$ cat config.mk
export PLATFORM = sky130hd
export DESIGN_NAME = bram_arbiter
export DESIGN_NICKNAME = d
export VERILOG_FILES = /design/src/rtl/bram_ctrl_pkg.sv /design/src/rtl/rr_arbiter.sv /design/src/rtl/bram_arbiter.sv
export SDC_FILE = /design/constraint.sdc
export NUM_CORES = 1
export LEC_CHECK = 0
export CAP_MARGIN = 10
export CORE_MARGIN = 2
export CORE_UTILIZATION = 30
export DETAILED_ROUTE_END_ITERATION = 8
export GPL_ROUTABILITY_DRIVEN = 1
export GPL_TIMING_DRIVEN = 0
export PLACE_DENSITY = 0.8
export SETUP_SLACK_MARGIN = 0.05
export SLEW_MARGIN = 20
export SYNTH_ARGS = -nofsm -noshare
export SYNTH_HDL_FRONTEND = slang
export SYNTH_SLANG_ARGS = --single-unit
$ cat constraint.sdc
create_clock -name clk -period 3.2 [get_ports clk]
set_clock_uncertainty 0.2 [all_clocks]
set_input_delay 0.96 -clock clk [delete_from_list [all_inputs] [get_ports clk]]
set_output_delay 0.96 -clock clk [all_outputs]
set_load 0.005 [all_outputs]
$ cat src/rtl/bram_ctrl_pkg.sv
// Shared definitions for the bram front-end: data/block geometry, FSM states
// and the address-width helper used to size ports from NUM_BLOCKS.
package bram_ctrl_pkg;

  localparam int unsigned DATA_W      = 16;
  localparam int unsigned BLOCK_WORDS = 256;

  typedef enum logic {
    ST_CLEAR,
    ST_RUN
  } state_t;

  function automatic int unsigned addr_width(input int unsigned num_blocks);
    return 8 + $clog2(num_blocks);
  endfunction

endpackage

$ cat src/rtl/rr_arbiter.sv
// Combinational round-robin pick: first asserted request at or above ptr,
// wrapping modulo N. Produces a one-hot grant plus the winner's index.
module rr_arbiter #(
  parameter int unsigned N  = 2,
  parameter int unsigned PW = (N > 1) ? $clog2(N) : 1
) (
  input  logic [N-1:0]  req,
  input  logic [PW-1:0] ptr,
  output logic [N-1:0]  gnt,
  output logic [PW-1:0] winner,
  output logic          any_gnt
);

  int unsigned idx;

  always_comb begin
    gnt     = '0;
    winner  = '0;
    any_gnt = 1'b0;
    idx     = 0;
    for (int unsigned k = 0; k < N; k++) begin
      idx = (32'(ptr) + k) % N;
      if (!any_gnt && req[idx[PW-1:0]]) begin
        any_gnt             = 1'b1;
        winner              = idx[PW-1:0];
        gnt[idx[PW-1:0]]    = 1'b1;
      end
    end
  end

endmodule

$ cat src/rtl/bram_arbiter.sv
// Shares one bram between NUM_REQ requesters: round-robin grant of one
// read or write per cycle, read-response routing, optional zero-fill.
module bram_arbiter
  import bram_ctrl_pkg::*;
#(
  parameter int unsigned NUM_REQ        = 2,
  parameter int unsigned NUM_BLOCKS     = 16,
  parameter int unsigned CLEAR_ON_RESET = 1,
  localparam int unsigned AW            = addr_width(NUM_BLOCKS)
) (
  input  logic                      clk,
  input  logic                      rst_n,
  input  logic [NUM_REQ-1:0]        req,
  input  logic [NUM_REQ-1:0]        req_we,
  input  logic [NUM_REQ*AW-1:0]     req_addr,
  input  logic [NUM_REQ*DATA_W-1:0] req_wdata,
  output logic [NUM_REQ-1:0]        gnt,
  output logic [NUM_REQ-1:0]        rsp_valid,
  output logic [DATA_W-1:0]         rsp_data,
  output logic                      ready,
  output logic                      mem_rd_en,
  output logic                      mem_wr_en,
  output logic [AW-1:0]             mem_rd_addr,
  output logic [AW-1:0]             mem_wr_addr,
  output logic [DATA_W-1:0]         mem_data_in,
  input  logic [DATA_W-1:0]         mem_data_out,
  input  logic                      mem_valid_out
);

  localparam int unsigned DEPTH = BLOCK_WORDS * NUM_BLOCKS;
  localparam int unsigned PW    = (NUM_REQ > 1) ? $clog2(NUM_REQ) : 1;

  state_t          state, state_nxt;
  logic [AW-1:0]   clr_cnt;
  logic [PW-1:0]   rr_ptr;
  logic [PW-1:0]   rd_owner;
  logic            rd_owner_vld;

  logic [NUM_REQ-1:0] arb_gnt;
  logic [PW-1:0]      arb_winner;
  logic               arb_any;
  logic               grant;
  logic               grant_rd;

  rr_arbiter #(
    .N  (NUM_REQ),
    .PW (PW)
  ) u_rr_arbiter (
    .req     (req),
    .ptr     (rr_ptr),
    .gnt     (arb_gnt),
    .winner  (arb_winner),
    .any_gnt (arb_any)
  );

  assign grant    = rst_n && (state == ST_RUN) && arb_any;
  assign grant_rd = grant && !req_we[arb_winner];

  always_comb begin
    state_nxt   = state;
    gnt         = '0;
    rsp_valid   = '0;
    rsp_data    = '0;
    ready       = 1'b0;
    mem_rd_en   = 1'b0;
    mem_wr_en   = 1'b0;
    mem_rd_addr = '0;
    mem_wr_addr = '0;
    mem_data_in = '0;

    // Everything visible is gated by rst_n so outputs go quiet in the same
    // cycle reset is asserted, not one edge later.
    if (rst_n) begin
      case (state)
        ST_CLEAR: begin
          mem_wr_en   = 1'b1;
          mem_wr_addr = clr_cnt;
          if (clr_cnt == AW'(DEPTH - 1))
            state_nxt = ST_RUN;
        end
        ST_RUN: begin
          ready = 1'b1;
          if (arb_any) begin
            gnt = arb_gnt;
            if (req_we[arb_winner]) begin
              mem_wr_en   = 1'b1;
              mem_wr_addr = req_addr[arb_winner*AW +: AW];
              mem_data_in = req_wdata[arb_winner*DATA_W +: DATA_W];
            end else begin
              mem_rd_en   = 1'b1;
              mem_rd_addr = req_addr[arb_winner*AW +: AW];
            end
          end
        end
        default: state_nxt = ST_RUN;
      endcase

      rsp_data = mem_data_out;
      if (rd_owner_vld)
        rsp_valid[rd_owner] = mem_valid_out;
    end
  end

  always_ff @(posedge clk) begin
    if (!rst_n) begin
      state        <= (CLEAR_ON_RESET != 0) ? ST_CLEAR : ST_RUN;
      clr_cnt      <= '0;
      rr_ptr       <= '0;
      rd_owner     <= '0;
      rd_owner_vld <= 1'b0;
    end else begin
      state        <= state_nxt;
      rd_owner_vld <= grant_rd;
      if (state == ST_CLEAR)
        clr_cnt <= clr_cnt + 1'b1;
      if (grant)
        rr_ptr <= (32'(arb_winner) == NUM_REQ - 1) ? '0 : arb_winner + 1'b1;
      if (grant_rd)
        rd_owner <= arb_winner;
    end
  end

endmodule

==> key figures <==
Global routing
  – Initial antenna violation count: 0
  – Vias in the first global route: 2130
  – Gr ovfl total: 0
  – Largest net degree at the start of global routing: 11
  – First-pass GRT wire length: 10270 um
  – All-layer global routing usage: 23.58%

Floorplan
  – Die H: 74.69 um
  – Die area: 5578 um2
  – Die width: 74.69 um
  – FP Rows: 25
  – Ports: 142
  – Core ar.: 4786 um2
  – Initial Utilization: 31.32%

Yosys
  – Number of synthesized register bits: 16
  – Cell Area, Synth: 1499 um2
  – Synthesis Warnings: 0
  – Primary FF master, synth: dfxtp_1
  – Synth async-reset ratio: 0%
  – Syn_area_per_cell: 6.632 um2
  – Cells after synthesis: 226
  – Post-Syn Nets: 306
  – Number of flops mapped to enable cells by yosys: 0
  – Library cells used by synthesis: 36
  – Sequential area share after synthesis: 21.37%

Layout
  – # diodes: 0
  – Nets: 478
  – Fraction of layout cells with a size suffix above 1: 39.55%
  – Final std cells w/o fill: 464
  – P&R area growth vs syn: 140.6%
  – Most frequent cells in the layout: clkdlybuf4s50_1, buf_2, nand2_1
  – Commonest non-fill, non-tap cell in the layout: clkdlybuf4s50_1
  – Fillers: 328
  – Post-route design area: 3606 um2

Clock network
  – Max Root-Sink Buffers: 2
  – Num CTS Buffers: 3
  – Clock transition at path regs: 0.06 ns
  – Cts hold-fix bufs: 0
  – Worst-Skew Late Latency: 0.25 ns
  – Clock Root Buffer: clkbuf_8
  – CTS tree: built
  – CTS Sinks: 16
  – H-Tree Depth: 1

Routing
  – Iteration count of the initial detailed-routing pass: 4
  – Avg Vias per Cell: 5.024
  – WL/cell: 17.68 um
  – DRC: 0
  – Routed Antenna Nets: 0
  – Starting DRC count in detailed routing: 89
  – Vias: 2331
  – Routed WL: 8204 um

Worst setup path
  – WP data required: 2.04 ns
  – CP Capture Type: primary output
  – Critical Path Start Type: primary input
  – Peak fanout along the critical path: 6
  – Crit Path Class: primary input to primary output
  – Worst r2r src: rr_ptr
  – Data arrival, critical path: 2.19 ns
  – Start point of the critical path: req[0]

Status
  – Failing checks: negative setup slack
  – Outcome: finished with violations

Timing
  – Slew Limit Fails: 0
  – RSZ-0062 raised after global routing: true
  – Final setup viols: 18
  – Final Worst Setup Slack: -0.1502 ns
  – Final Hold Viols: 0
  – Worst-margin pin slew: 0.4521 ns
  – Crit path time final: 3.350 ns
  – Fmax: 298.5 MHz
  – Worst slew margin: 69.86%
  – Setup TNS: -1.251 ns
  – Final period utilization: 104.7%

Job
  – Max-Cap Viols: 0

Place
  – Buffers on Ports: 141
  – Placer Congestion: 0.8415
  – Placed cells: 434
  – Placed standard-cell area: 2994 um2
  – HPWL after DPL: 4829 um
  – Worst Setup Slack post-DPL: -1.129 ns

Worst hold path
  – Worst hold path type: flip-flop to flip-flop
  – Min-delay src: clr_cnt[5]

Power
  – PwrDens: 187.5 nW/um2
  – Tot Pwr: 676.2 uW
  – Worst vdd ir: 0.1976 mV
  – Leak pwr: 0.001628 uW
area by class of cell:
class	count	area (um2)	share of cell area [%]
clock buffer	4	55.05	1.527
timing repair buffer	169	1504	41.71
inverter	7	26.28	0.7287
multi-input combinational	187	1474	40.87
tap	67	83.83	2.325
sequential	16	320.3	8.883
buffer	14	142.6	3.956
logic make-up (layout without fill, tap and decap cells):
logic type | Yosys count | count (layout) | synth area share (%)
and+or+nand+nor | 124 | 124 | 40.07
AOI/OAI and AO/OA | 43 | 43 | 18.53
buffers and inverters | 23 | 194 | 7.178
DFF | 16 | 16 | 21.37
muxes | 11 | 11 | 7.346
xor gates and xnor gates | 8 | 8 | 4.675
adders and majority gates | 1 | 1 | 0.8346
through the flow:
stage,hold WS (ns),util [%]
2_1_floorplan,0.2860,-
3_3_place_gp,0.3162,62.56
3_5_place_dp,0.3305,62.56
4_1_cts,0.3419,70.09
5_1_grt,0.3804,75.35
6_report,0.3511,75.35
metal layers:
| metal | up-vias | GRT usage (%) | part of all wire (%) |
|---|---|---|---|
| met5 | - | 0 | 0 |
| met4 | 0 | 9.524 | 3.0 |
| met3 | 24 | 4.552 | 7.0 |
| met2 | 94 | 44.05 | 53 |
| met1 | 1101 | 26.07 | 37 |
| li1 | 1112 | - | - |
critical path: stages:
cell and delay (ns):
buf_8 0.08, nand2b_4 0.07, and3_4 0.18, or3_4 0.39
buf_8 0.15, buf_16 0.14, nor2_2 0.09, buf_2 0.12
synth_stat cells (all sizes together) (2+ instances only):
cell / n / area [um2]
nor3: 3 / 15.01
o21a: 2 / 15.01
nor2: 27 / 101.4
dfxtp: 16 / 320.3
xnor2: 5 / 43.79
nand2: 45 / 168.9
inv: 7 / 26.28
a21oi: 18 / 90.09
nand2b: 3 / 26.27
xor2: 3 / 26.28
a21boi: 4 / 30.03
o21ai: 3 / 15.01
clkbuf: 6 / 22.52
a211oi: 10 / 75.07
nand3: 7 / 35.03
and2: 25 / 156.4
mux2i: 11 / 110.1
nand4: 3 / 18.77
buf: 10 / 58.80
or3: 3 / 18.77
a31oi: 2 / 12.51
and3: 4 / 30.03
timing repair:
action | 4_1_cts | 5_1_grt
buffers inserted | 20 | 6
gates cloned | 4 | 0
pin swaps | 19 | 34
setup endpoints to repair | 63 | 43
resized for setup | 285 | 73
flip-flops by register name, summed over array words and instances (netlist names):
register      cells
rd_owner_vld      1
rr_ptr            1
rd_owner          1
clr_cnt          12
state             1
power breakdown:
part | total, uW | internal (uW) | switching, uW | leakage (uW)
Clock | 183 | 109 | 73.5 | 0.0000288
Combinational | 286 | 173 | 113 | 0.00147
Sequential | 207 | 202 | 4.57 | 0.000129
Total | 676 | 485 | 191 | 0.00163
path summary, 6_finish.rpt:
check	end	slack (ns)	cells after the start
worst max-delay path	mem_rd_addr[7]	-0.15	8
worst min-delay path	clr_cnt[5]	0.35	2
worst min register to register	clr_cnt[5]	0.35	2
worst max register to register	rd_owner_vld	1.30	8
(Power assumes the default switching activity.)
